--- src/rtl/eq_pkg.sv ---
// Shared equalizer definitions: sequencer state encoding and default
// filter/sample-buffer dimensions.
package eq_pkg;

   typedef enum logic [1:0] {
      IDLE = 2'd0,
      SEQ  = 2'd1,
      DONE = 2'd2
   } seq_state_t;

   localparam int NUM_TAPS_B   = 1023;
   localparam int SAMPLE_DEPTH = 1024;

endpackage

--- src/rtl/fir_sequencer.sv ---
// Address and timing sequencer for the shared per-band FIR datapaths: writes
// incoming samples into a circular RAM and opens one convolution window per full buffer.
module fir_sequencer
   import eq_pkg::*;
#(
   parameter int NUM_TAPS = NUM_TAPS_B,
   parameter int DEPTH    = SAMPLE_DEPTH,
   parameter int ADDR_W   = 10
) (
   input  logic              clk,
   input  logic              rst_n,
   input  logic              vld,
   output logic              wr_en,
   output logic [ADDR_W-1:0] wr_addr,
   output logic [ADDR_W-1:0] rd_addr,
   output logic              sequencing,
   output logic              out_vld,
   output logic              full,
   output logic              overrun
);

   localparam int CNT_W  = $clog2(NUM_TAPS + 2);
   localparam int FILL_W = $clog2(NUM_TAPS + 1);

   localparam logic [FILL_W-1:0] TAPS_F   = FILL_W'(NUM_TAPS);
   localparam logic [FILL_W-1:0] LAST_F   = FILL_W'(NUM_TAPS - 1);
   localparam logic [CNT_W-1:0]  LAST_C   = CNT_W'(NUM_TAPS + 1);
   localparam logic [ADDR_W-1:0] SPAN     = ADDR_W'(NUM_TAPS - 1);
   localparam logic [ADDR_W-1:0] WRAP_TOP = ADDR_W'(DEPTH - 1);

   logic [ADDR_W-1:0] wptr;
   logic [FILL_W-1:0] fill;

   logic              req;
   logic [ADDR_W-1:0] req_base;
   logic              pend;
   logic [ADDR_W-1:0] pend_base;
   logic [ADDR_W-1:0] base;
   logic [CNT_W-1:0]  cnt;

   seq_state_t        state;
   seq_state_t        state_nxt;

   logic              seq_d;
   logic              done_d;
   logic              start;
   logic [ADDR_W-1:0] start_base;

   // Write side runs independently of the window FSM; fill saturates so the
   // buffer stays full once NUM_TAPS samples have been seen.
   always_ff @(posedge clk or negedge rst_n) begin
      if (!rst_n) begin
         wr_en   <= 1'b0;
         wr_addr <= '0;
         wptr    <= '0;
         fill    <= '0;
         full    <= 1'b0;
      end else begin
         wr_en <= vld;
         if (vld) begin
            wr_addr <= wptr;
            wptr    <= (wptr == WRAP_TOP) ? '0 : wptr + 1'b1;
            if (fill != TAPS_F) begin
               fill <= fill + 1'b1;
            end
            if (fill == LAST_F) begin
               full <= 1'b1;
            end
         end
      end
   end

   // A write that leaves the buffer full asks for a window whose oldest
   // sample (coefficient 0) sits NUM_TAPS-1 slots behind the new one.
   assign req      = wr_en & full;
   assign req_base = wr_addr - SPAN;

   always_ff @(posedge clk or negedge rst_n) begin
      if (!rst_n) begin
         state <= IDLE;
      end else begin
         state <= state_nxt;
      end
   end

   always_comb begin
      state_nxt = state;
      unique case (state)
         IDLE: begin
            if (req || pend) begin
               state_nxt = SEQ;
            end
         end
         SEQ: begin
            if (cnt == LAST_C) begin
               state_nxt = DONE;
            end
         end
         DONE: begin
            state_nxt = pend ? SEQ : IDLE;
         end
         default: begin
            state_nxt = IDLE;
         end
      endcase
   end

   // A pending request takes priority out of DONE so windows can run
   // back to back; the newest request always supplies the base.
   always_comb begin
      seq_d      = (state_nxt == SEQ);
      done_d     = (state_nxt == DONE);
      start      = (state != SEQ) && (state_nxt == SEQ);
      start_base = req ? req_base : pend_base;
   end

   always_ff @(posedge clk or negedge rst_n) begin
      if (!rst_n) begin
         sequencing <= 1'b0;
         out_vld    <= 1'b0;
         rd_addr    <= '0;
         base       <= '0;
         cnt        <= '0;
         pend       <= 1'b0;
         pend_base  <= '0;
         overrun    <= 1'b0;
      end else begin
         sequencing <= seq_d;
         out_vld    <= done_d;

         if (start) begin
            cnt     <= '0;
            rd_addr <= start_base;
            base    <= start_base;
         end else if (state == SEQ) begin
            cnt     <= cnt + 1'b1;
            rd_addr <= base + ADDR_W'(cnt);
         end

         if (start) begin
            pend <= 1'b0;
         end else if (req) begin
            pend      <= 1'b1;
            pend_base <= req_base;
         end

         if (req && pend) begin
            overrun <= 1'b1;
         end
      end
   end

endmodule

--- config.mk ---
export PLATFORM = sky130hd
export DESIGN_NAME = fir_sequencer
export DESIGN_NICKNAME = d
export VERILOG_FILES = /design/src/rtl/eq_pkg.sv /design/src/rtl/fir_sequencer.sv
export SDC_FILE = /design/constraint.sdc
export NUM_CORES = 1
export LEC_CHECK = 0
export ABC_AREA = 1
export CAP_MARGIN = 15
export CORE_MARGIN = 3
export CORE_UTILIZATION = 62
export CTS_BUF_LIST = sky130_fd_sc_hd__clkbuf_4 sky130_fd_sc_hd__clkbuf_8 sky130_fd_sc_hd__clkbuf_16
export CTS_CLUSTER_DIAMETER = 40
export DETAILED_ROUTE_END_ITERATION = 7
export PLACE_DENSITY_LB_ADDON = 0.1
export SYNTH_ARGS = -nofsm -noshare
export SYNTH_HDL_FRONTEND = slang
export SYNTH_SLANG_ARGS = --single-unit
--- constraint.sdc ---
create_clock -name clk -period 4.15 [get_ports clk]
set_input_delay 1.245 -clock clk [delete_from_list [all_inputs] [get_ports clk]]
set_output_delay 1.245 -clock clk [all_outputs]
set_load 0.02 [all_outputs]
# Word level (Yosys, flattened, before mapping)
# Cells that the tools add are included.
[totals]
inputBits = 3
word_cells = 49
output_inout_bits = 25
register_bits = 79
[op_classes]
n_reduce_logical = 8
muxes = 12
addsub = 5
n_eq_ne = 9
bitwise_logic = 1
[ops]
columns = ["op", "n"]
rows = [
  ["2-to-1 mux 10 bit", 4],
  ["2-to-1 mux 11 bit", 2],
  ["adder 10 x 1 -> 10 bit, second input constant", 2],
  ["== test 10 bit, second input constant", 2],
  ["adder 11 x 1 -> 11 bit, second input constant", 1],
  ["== test 11 bit, second input constant", 1],
  ["adder 10 bit", 1],
  ["!= test 10 bit, second input constant", 1],
  ["subtractor 10 bit, second input constant", 1],
  ["one-hot mux 2 bit (3 select lines)", 1],
  ["== test 2 x 1 -> 1 bit, second input constant", 2],
  ["== test 2 bit, second input constant", 2],
  ["2-to-1 mux 2 bit", 2],
  ["AND reduction 2 bit", 2],
  ["nonzero test 2 bit", 2],
  ["2-to-1 mux 1 bit", 3],
  ["logical AND 1 bit", 2],
  ["logical NOT 2 bit", 1],
  ["!= test 2 x 1 -> 1 bit, second input constant", 1],
  ["bitwise AND 1 bit", 1],
  ["logical OR 1 bit", 1],
]

# Depth between registers and ports, before layout
# Gate-level depths: netlist of the first run.
[depth]
word_depth = 7
mapped_depth = 12
ltp_nobuf = 12

# Worst setup path before layout of the first run
# OpenSTA, ideal clock, no wires.
[synth_path]
kind = "input to register"
startpoint = "input vld"
endpoint = "register wptr[7]"
setup_time_ns = 0.077
path_stages = 7
arrival_time_ns = 2.046
path_slack_ns = 2.026
path_cell_list = "nand2_1 -> nor3_2 -> nand2_1 -> nor2_2 -> nand2_1 -> or2_0 -> a21oi_1"
[synth_rtl]
columns = ["element", "line_no", "text"]
rows = [
  ["from (decl)", "fir_sequencer.sv:12", "input logic vld,"],
  ["to (signal assigned)", "fir_sequencer.sv:62", "wptr <= (wptr == WRAP_TOP) ? '0 : wptr + 1'b1;"],
  ["to (decl)", "fir_sequencer.sv:31", "logic [ADDR_W-1:0] wptr;"],
]

# Worst setup path in the final report of the first run
[layout_path]
startpoint = "register wr_addr[5]"
endpoint = "output wr_addr[5]"
[layout_rtl]
columns = ["element", "line_no", "text"]
rows = [
  ["from (decl)", "fir_sequencer.sv:14", "output logic [ADDR_W-1:0] wr_addr,"],
  ["from (signal assigned)", "fir_sequencer.sv:61", "wr_addr <= wptr;"],
]
# No word-level cell between the ends.

==> results of run 1 <==
registers in the layout (all words and copies together), names as in the netlist:
signal / cells
pend: 1
pend_base: 10
overrun: 1
wr_en: 1
fill: 10
base: 10
state: 2
full: 1
wr_addr: 10
cnt: 11
rd_addr: 10
out_vld: 1
wptr: 10
sequencing: 1
logic make-up after synthesis:
family	count (synthesis)	share of synthesized area, %
compound gates	63	8.04
xor+xnor	14	2.99
fa+ha+maj	16	5.06
buf+inv	72	6.83
flops	79	48.1
simple gates	278	28.9
power by group through the flow:
stage	clock network, mW	logic, mW	registers [mW]
4_1_cts	0.717	0.369	0.983
2_1_floorplan	0	0.209	1.00
6_report	0.712	0.366	0.986
3_3_place_gp	0	0.353	0.993
5_1_grt	0.754	0.422	1.00
3_5_place_dp	0	0.364	0.996
how the worst max path moves through the flow:
stage | to | cells after the start | slack (ps) | from
2_1_floorplan | wptr[7]$_DFFE_PN0P_ | 7 | 2030 | vld
3_3_place_gp | wptr[7]$_DFFE_PN0P_ | 9 | 1250 | vld
3_5_place_dp | wptr[7]$_DFFE_PN0P_ | 9 | 1170 | vld
4_1_cts | wr_addr[6] | 1 | 1450 | wr_addr[6]$_DFFE_PN0P_
5_1_grt | wptr[9]$_DFFE_PN0P_ | 10 | 1390 | vld
6_report | wr_addr[5] | 1 | 1460 | wr_addr[5]$_DFFE_PN0P_
area by class of cell:
cell class                      instances  area (um2)  share of cell area (%)
Clock buffer                           12         159                    3.38
Sequential cell                        79        1980                    42.1
Inverter                               62         233                    4.96
Tap cell                               77        96.3                    2.05
Multi-Input combinational cell        371        1850                    39.4
Clock inverter                          3        90.1                    1.92
Timing Repair Buffer                   30         290                    6.18
placed cells by master, fill, tap and decap left out, types with 11 or more instances in the layout:
master,n
a21oi_1,13
clkbuf_8,11
clkdlybuf4s50_1,26
dfrtp_1,79
ha_1,15
inv_1,60
nand2_1,160
nand3_1,46
nor2_1,39
o21ai_0,45
routing by layer:
layer / up-vias / routed length (um) / track usage, %
met2: 91 / 4420 / 42.0
met5: - / 0 / 0
met1: 1675 / 3810 / 33.6
li1: 1729 / - / -
met4: 0 / 186 / 8.93
met3: 18 / 454 / 6.24
metrics by stage:
stage	total power [mW]	util, %	std cells
6_report	2.06	73.5	634
5_1_grt	2.18	73.5	634
4_1_cts	2.07	73.5	634
3_5_place_dp	1.36	69.6	619
3_3_place_gp	1.35	69.6	619
2_1_floorplan	1.21	-	522
==> results.py, run 1 <==
metrics = {
    "die": {
        "die_w_um": 87.4,
        "die-area_um2": 7640,
        "core_um2": 6390,
        "floorplan.initialDensity_pct": 64.3,
        "rows": 29,
        "io_pins": 28,
        "dieHeight_um": 87.4,
    },
    "setup_path": {
        "crit_arrival_ps": 1450,
        "slowest_stage": "clkdlybuf4s50_1",
        "critical-path-max-stage-delay_ps": 650,
        "r2r_start": "full$_DFFE_PN0P_",
        "crit_chain": "clkdlybuf4s50_1",
        "path_max_fanout": 5,
        "r2r_setup_slack_ps": 1840,
        "crit_buf_inv": 1,
        "startpoint_type": "flop",
        "r2r-end": "cnt[3]$_DFFE_PN0P_",
        "reg2regPathDepth": 9,
        "path_class": "reg2out",
        "required_ps": 2900,
        "critPathTopFamily": "buffers and inverters",
        "critPathCaptureType": "output pin",
    },
    "pwr": {
        "p_int_mw": 1.45,
        "seq_power_share_pct": 47.8,
        "pwr-share-clk_pct": 34.5,
        "vdd_drop_max_uv": 378,
        "p_sw_mw": 0.613,
        "p_leak_nw": 2.42,
        "power_density_nw_per_um2": 440,
        "comb_power_share_pct": 17.8,
        "p_sw_share_pct": 29.7,
    },
    "min_path": {
        "min_to": "overrun$_DFFE_PN0P_",
        "holdPathStages": 1,
        "min-delay-start": "overrun$_DFFE_PN0P_",
        "hp-class": "reg2reg",
    },
    "synthesis": {
        "synth_top_area_share_pct": 48.1,
        "avgSynthCellArea_um2": 7.87,
        "synth.cell_area_um2": 4110,
        "synth_area_leader_cell": "dfrtp_1",
        "yosysUniqueCellTypes": 27,
        "synthArstFlopShare_pct": 100,
        "synth.most_common_cell": "nand2_1",
        "synth-edff-count": 0,
        "syn_inst": 522,
        "synth_ff_type": "dfrtp_1",
        "synthTopCellsByArea": "dfrtp_1 (48%), nand2_1 (15%), nand3_1 (5.6%)",
        "ys_ff_latch": 79,
        "ys_seq_area_share_pct": 48.1,
        "synth_common_cells": "nand2_1 (160), dfrtp_1 (79), inv_1 (60)",
        "synth_fp_nets": 541,
        "synth_warnings": 0,
    },
    "cts": {
        "max-clock-path-buffers": 2,
        "htreeDepth": 3,
        "cts_buffers": 9,
        "clk-insertion-delay-late_ps": 350,
        "root_buffer": "clkbuf_8",
        "cts-resized-gates": 0,
        "cts_tree": "done",
        "post-cts-setup-buffer-count": 0,
        "cts_hold_buffers": 0,
        "clk_pin_slew_ps": 80,
        "cts_sinks": 79,
    },
    "grt": {
        "antenna_found_initial": 0,
        "grt_pass1_vias": 3439,
        "grt_max_degree": 80,
        "track_usage_pct": 25.8,
        "grt_pass1_wl_mm": 15.2,
        "grt_overflow": 0,
    },
    "routing": {
        "drtIter0Drc": 213,
        "dr.pass1.iters": 5,
        "vias_per_cell": 5.54,
        "drc": 0,
        "drt-wirelength-per-cell_um": 14.0,
        "final_antenna_net_count": 0,
        "vias": 3513,
        "wirelength_mm": 8.87,
    },
    "flow_run": {
        "max_cap_viol_count": 0,
    },
    "timing": {
        "setup_viol": 0,
        "clock.fmax_mhz": 371,
        "hold_viol": 0,
        "min_period_over_period_pct": 64.9,
        "fin_ws_ps": 1460,
        "worst_slew_pin_slew_ps": 992,
        "maxSlewHeadroom_pct": 33.9,
        "fin_worst_skew_ps": 8.14,
        "drv_slew": 0,
        "period_minus_slack_ps": 2690,
        "rsz0062_at_grt": "no",
        "hold_ws_ps": 476,
        "tns_ps": 0,
    },
    "outcome": {
        "status": "finished clean",
    },
    "cells_and_area": {
        "stdcell_area_um2": 4690,
        "syn2layout_area_growth_pct": 14.3,
        "nets": 572,
        "n_fill_cell": 509,
        "layout-drive-gt1-share_pct": 5.39,
        "n_antenna_cell": 0,
    },
    "place": {
        "place_ws_ps": 1170,
        "place_area_um2": 4450,
        "hpwl_mm": 6.11,
        "port-buffer-count": 27,
        "gp_routability_congestion": 0.882,
    },
}
(Power assumes the default switching activity.)
==> inputs of run 2 (changes only) <==
--- a/config.mk
+++ b/config.mk
@@ -8,7 +8,7 @@
 export ABC_AREA = 1
 export CAP_MARGIN = 15
 export CORE_MARGIN = 3
-export CORE_UTILIZATION = 62
+export CORE_UTILIZATION = 53
 export CTS_BUF_LIST = sky130_fd_sc_hd__clkbuf_4 sky130_fd_sc_hd__clkbuf_8 sky130_fd_sc_hd__clkbuf_16
 export CTS_CLUSTER_DIAMETER = 40
 export DETAILED_ROUTE_END_ITERATION = 7
==> constraint.sdc (replaced) <==
create_clock -name clk -period 2.3 [get_ports clk]
set_input_delay 0.69 -clock clk [delete_from_list [all_inputs] [get_ports clk]]
set_output_delay 0.69 -clock clk [all_outputs]
set_load 0.02 [all_outputs]
==> results.py, run 2 (synthesized netlist as in run 1, its figures left out) <==
metrics = {
    "outcome": {
        "status": "finished clean",
    },
    "place": {
        "place_area_um2": 4530,
        "dp_cells": 645,
        "place_ws_ps": 78.9,
        "hpwl_mm": 6.48,
        "gp_routability_congestion": 0.870,
        "port-buffer-count": 27,
    },
    "cells_and_area": {
        "stdcell_area_um2": 4680,
        "multi_input_area_um2": 1850,
        "largest_reg_flops": 11,
        "nets": 576,
        "n_fill_cell": 672,
        "syn2layout_area_growth_pct": 14.0,
        "final_cells": 658,
        "final_cell_mix": "nand2_1 (160), dfrtp_1 (79), inv_1 (60), nand3_1 (46), o21ai_0 (45)",
        "seq_area_um2": 1980,
        "fin_util_pct": 63.5,
        "layout_commonest_cell": "nand2_1",
        "n_antenna_cell": 0,
        "regMostFlops": "cnt",
        "layout-drive-gt1-share_pct": 5.72,
    },
    "pwr": {
        "total_power_mw": 3.32,
        "vdd_drop_max_uv": 567,
        "p_leak_nw": 2.41,
        "power_density_nw_per_um2": 708,
    },
    "cts": {
        "root_buffer": "clkbuf_8",
        "max-clock-path-buffers": 2,
        "clk_pin_slew_ps": 80,
        "cts_sinks": 79,
        "clk-insertion-delay-late_ps": 350,
        "post-cts-setup-buffer-count": 0,
        "htreeDepth": 3,
        "cts_tree": "done",
        "cts-resized-gates": 0,
        "cts_buffers": 9,
        "cts_hold_buffers": 0,
    },
    "setup_path": {
        "critical-path-max-stage-delay_ps": 640,
        "slowest_stage": "clkdlybuf4s50_1",
        "required_ps": 1610,
        "crit_chain": "clkdlybuf4s50_1",
        "startpoint_type": "flop",
        "crit_buf_inv": 1,
        "path_class": "reg2out",
        "critPathTopFamily": "buffers and inverters",
        "critPathCaptureType": "output pin",
        "crit_arrival_ps": 1430,
        "path_max_fanout": 5,
    },
    "grt": {
        "grt_overflow": 0,
        "grt_pass1_wl_mm": 15.5,
        "antenna_found_initial": 0,
        "grt_pass1_vias": 3413,
        "grt_max_degree": 39,
        "track_usage_pct": 22.5,
    },
    "timing": {
        "rsz0062_at_grt": "no",
        "fin_worst_skew_ps": 7.19,
        "fin_ws_ps": 176,
        "min_period_over_period_pct": 92.4,
        "hold_viol": 0,
        "worst_slew_pin_slew_ps": 537,
        "period_minus_slack_ps": 2120,
        "clock.fmax_mhz": 471,
        "tns_ps": 0,
        "maxSlewHeadroom_pct": 64.2,
        "hold_ws_ps": 322,
        "drv_slew": 0,
        "setup_viol": 0,
    },
    "routing": {
        "dr.pass1.iters": 4,
        "vias": 3442,
        "wirelength_mm": 8.70,
        "vias_per_cell": 5.23,
        "drtIter0Drc": 153,
        "drt-wirelength-per-cell_um": 13.2,
        "final_antenna_net_count": 0,
        "drc": 0,
    },
    "die": {
        "die-area_um2": 8840,
        "floorplan.initialDensity_pct": 55.7,
        "io_pins": 28,
        "rows": 31,
        "core_um2": 7370,
        "dieHeight_um": 94.0,
        "die_w_um": 94.0,
    },
    "min_path": {
        "hp-class": "in2async",
    },
    "flow_run": {
        "max_cap_viol_count": 0,
    },
}
run 2: cell count changes in the layout (fill, tap and decap cells not counted), sizes merged:
cell,previous run,this run
buf,4,8
clkinv,0,2
bufinv,3,0
clkbuf,12,11
run 2: cell type report:
cell class,count,share of cell area (%)
sequential,79,42.2
multi-input combinational,371,39.5
timing repair buffer,34,7.37
inverter,62,4.97
clock buffer,11,3.10
tap,99,2.64
clock inverter,2,0.214
run 2: routing by layer:
layer,wire length (um),GRT usage (%),up-vias
met1,3940,29.3,1623
li1,-,-,1745
met2,4280,37.6,63
met4,178,7.22,0
met3,305,4.57,11
met5,0,0,-
run 2: power by group:
part | internal, mW | switching (mW) | total (mW)
combinational | 0.267 | 0.390 | 0.657
sequential | 1.57 | 0.210 | 1.78
clock | 0.412 | 0.468 | 0.880
run 2: final timing paths:
path | start | to | slack, ps | depth (start not counted)
max in group asynchronous | rst_n | wr_addr[5]$_DFFE_PN0P_ | 1470 | 2
min in group clk | pend_base[7]$_DFFE_PN0N_ | pend_base[7]$_DFFE_PN0N_ | 480 | 2
worst max register to register | cnt[0]$_DFFE_PN0P_ | rd_addr[8]$_DFFE_PN0P_ | 350 | 10
worst min register to register | pend_base[7]$_DFFE_PN0N_ | pend_base[7]$_DFFE_PN0N_ | 480 | 2
worst min-delay path | rst_n | rd_addr[4]$_DFFE_PN0P_ | 320 | 1
worst max-delay path | wr_addr[5]$_DFFE_PN0P_ | wr_addr[5] | 180 | 1
==> inputs of run 3 (changes only) <==
--- a/config.mk
+++ b/config.mk
@@ -7,7 +7,6 @@
 export LEC_CHECK = 0
 export ABC_AREA = 1
 export CAP_MARGIN = 15
-export CORE_MARGIN = 3
 export CORE_UTILIZATION = 53
 export CTS_BUF_LIST = sky130_fd_sc_hd__clkbuf_4 sky130_fd_sc_hd__clkbuf_8 sky130_fd_sc_hd__clkbuf_16
 export CTS_CLUSTER_DIAMETER = 40
==> results.py, run 3 (synthesized netlist as in run 1, its figures left out) <==
metrics = {
    "outcome": {
        "status": "finished clean",
    },
    "die": {
        "dieHeight_um": 90.0,
        "die_w_um": 90.0,
        "io_pins": 28,
        "floorplan.initialDensity_pct": 55.7,
        "die-area_um2": 8100,
        "rows": 31,
        "core_um2": 7370,
    },
    "routing": {
        "drtIter0Drc": 196,
        "drc": 0,
        "vias": 3445,
        "wirelength_mm": 8.67,
        "vias_per_cell": 5.20,
        "drt-wirelength-per-cell_um": 13.1,
        "dr.pass1.iters": 4,
        "final_antenna_net_count": 0,
    },
    "setup_path": {
        "critPathCaptureType": "output pin",
        "crit_arrival_ps": 1450,
        "critPathTopFamily": "buffers and inverters",
        "crit_chain": "clkdlybuf4s50_1",
        "path_max_fanout": 5,
        "startpoint_type": "flop",
        "path_class": "reg2out",
        "critical-path-max-stage-delay_ps": 650,
        "slowest_stage": "clkdlybuf4s50_1",
        "required_ps": 1610,
        "crit_buf_inv": 1,
    },
    "cells_and_area": {
        "regMostFlops": "cnt",
        "final_cells": 662,
        "n_antenna_cell": 0,
        "layout_commonest_cell": "nand2_1",
        "multi_input_area_um2": 1850,
        "largest_reg_flops": 11,
        "seq_area_um2": 1980,
        "syn2layout_area_growth_pct": 14.9,
        "layout-drive-gt1-share_pct": 6.39,
        "n_fill_cell": 668,
        "nets": 577,
        "final_cell_mix": "nand2_1 (160), dfrtp_1 (79), inv_1 (60), nand3_1 (46), o21ai_0 (45)",
    },
    "grt": {
        "grt_overflow": 0,
        "grt_max_degree": 44,
        "track_usage_pct": 23.6,
        "antenna_found_initial": 0,
        "grt_pass1_vias": 3323,
        "grt_pass1_wl_mm": 15.3,
    },
    "timing": {
        "setup_viol": 0,
        "worst_slew_pin_slew_ps": 529,
        "fin_ws_ps": 156,
        "maxSlewHeadroom_pct": 64.7,
        "drv_slew": 0,
        "tns_ps": 0,
        "hold_viol": 0,
        "fin_worst_skew_ps": 6.74,
        "min_period_over_period_pct": 93.2,
        "clock.fmax_mhz": 466,
        "period_minus_slack_ps": 2140,
        "rsz0062_at_grt": "no",
    },
    "pwr": {
        "vdd_drop_max_uv": 522,
        "total_power_mw": 3.48,
        "p_leak_nw": 2.42,
        "power_density_nw_per_um2": 738,
    },
    "cts": {
        "cts-resized-gates": 0,
        "root_buffer": "clkbuf_8",
        "cts_sinks": 79,
        "clk_pin_slew_ps": 90,
        "cts_hold_buffers": 0,
        "cts_tree": "done",
        "clk-insertion-delay-late_ps": 340,
        "post-cts-setup-buffer-count": 0,
        "cts_buffers": 9,
        "max-clock-path-buffers": 2,
        "htreeDepth": 3,
    },
    "place": {
        "port-buffer-count": 27,
        "dp_cells": 646,
        "hpwl_mm": 6.46,
        "gp_routability_congestion": 0.886,
        "place_ws_ps": 108,
    },
    "flow_run": {
        "max_cap_viol_count": 0,
    },
    "min_path": {
        "hp-class": "in2async",
    },
}
==> run 3: cell types whose count changed in the layout (fill, tap and decap cells not counted) <==
| cell | previous run | this run |
|---|---|---|
| buf_4 | 6 | 9 |
| clkinvlp_4 | 0 | 3 |
| buf_12 | 2 | 0 |
| clkinv_2 | 2 | 0 |
| clkinv_4 | 0 | 2 |
| bufinv_16 | 0 | 1 |
| clkbuf_4 | 1 | 0 |
==> run 3: area by class of cell <==
class / instances / share of cell area [%]
tap: 99 / 2.63
multi-input combinational: 371 / 39.2
clock inverter: 6 / 1.49
timing repair buffer: 35 / 6.95
clock buffer: 10 / 2.92
inverter: 62 / 4.93
sequential: 79 / 41.9
==> run 3: final timing paths <==
path / cells after the start / to / slack (ps) / startpoint
hold / removal: 1 / rd_addr[6]$_DFFE_PN0P_ / 310 / rst_n
min in group clk: 1 / overrun$_DFFE_PN0P_ / 480 / overrun$_DFFE_PN0P_
setup / recovery: 1 / wr_addr[5] / 160 / wr_addr[5]$_DFFE_PN0P_
setup reg to reg: 10 / rd_addr[8]$_DFFE_PN0P_ / 380 / cnt[0]$_DFFE_PN0P_
max in group asynchronous: 2 / cnt[7]$_DFFE_PN0P_ / 1350 / rst_n
hold reg to reg: 1 / overrun$_DFFE_PN0P_ / 480 / overrun$_DFFE_PN0P_
==> run 3: per-layer routing <==
metal	vias to the layer above	wire (um)	global-route usage [%]
li1	1745	-	-
met1	1622	3960	30.9
met2	63	4200	38.5
met3	15	310	4.65
met4	0	197	9.27
met5	-	0	0
==> run 3: power by group <==
group | switching [mW] | internal (mW) | total, mW
logic | 0.386 | 0.264 | 0.650
registers | 0.209 | 1.57 | 1.78
clock network | 0.520 | 0.534 | 1.05
total | 1.11 | 2.37 | 3.48
==> run 3: per-stage QoR <==
step | instance area [um2] | hold slack [ps] | util (%)
finish | 4720 | 308 | 64.0
global route | 4720 | 356 | 64.0
CTS | 4720 | 328 | 64.0
detailed placement | 4510 | 463 | 61.2
global placement | 4510 | 457 | 61.2
floorplan | 4110 | 394 | -
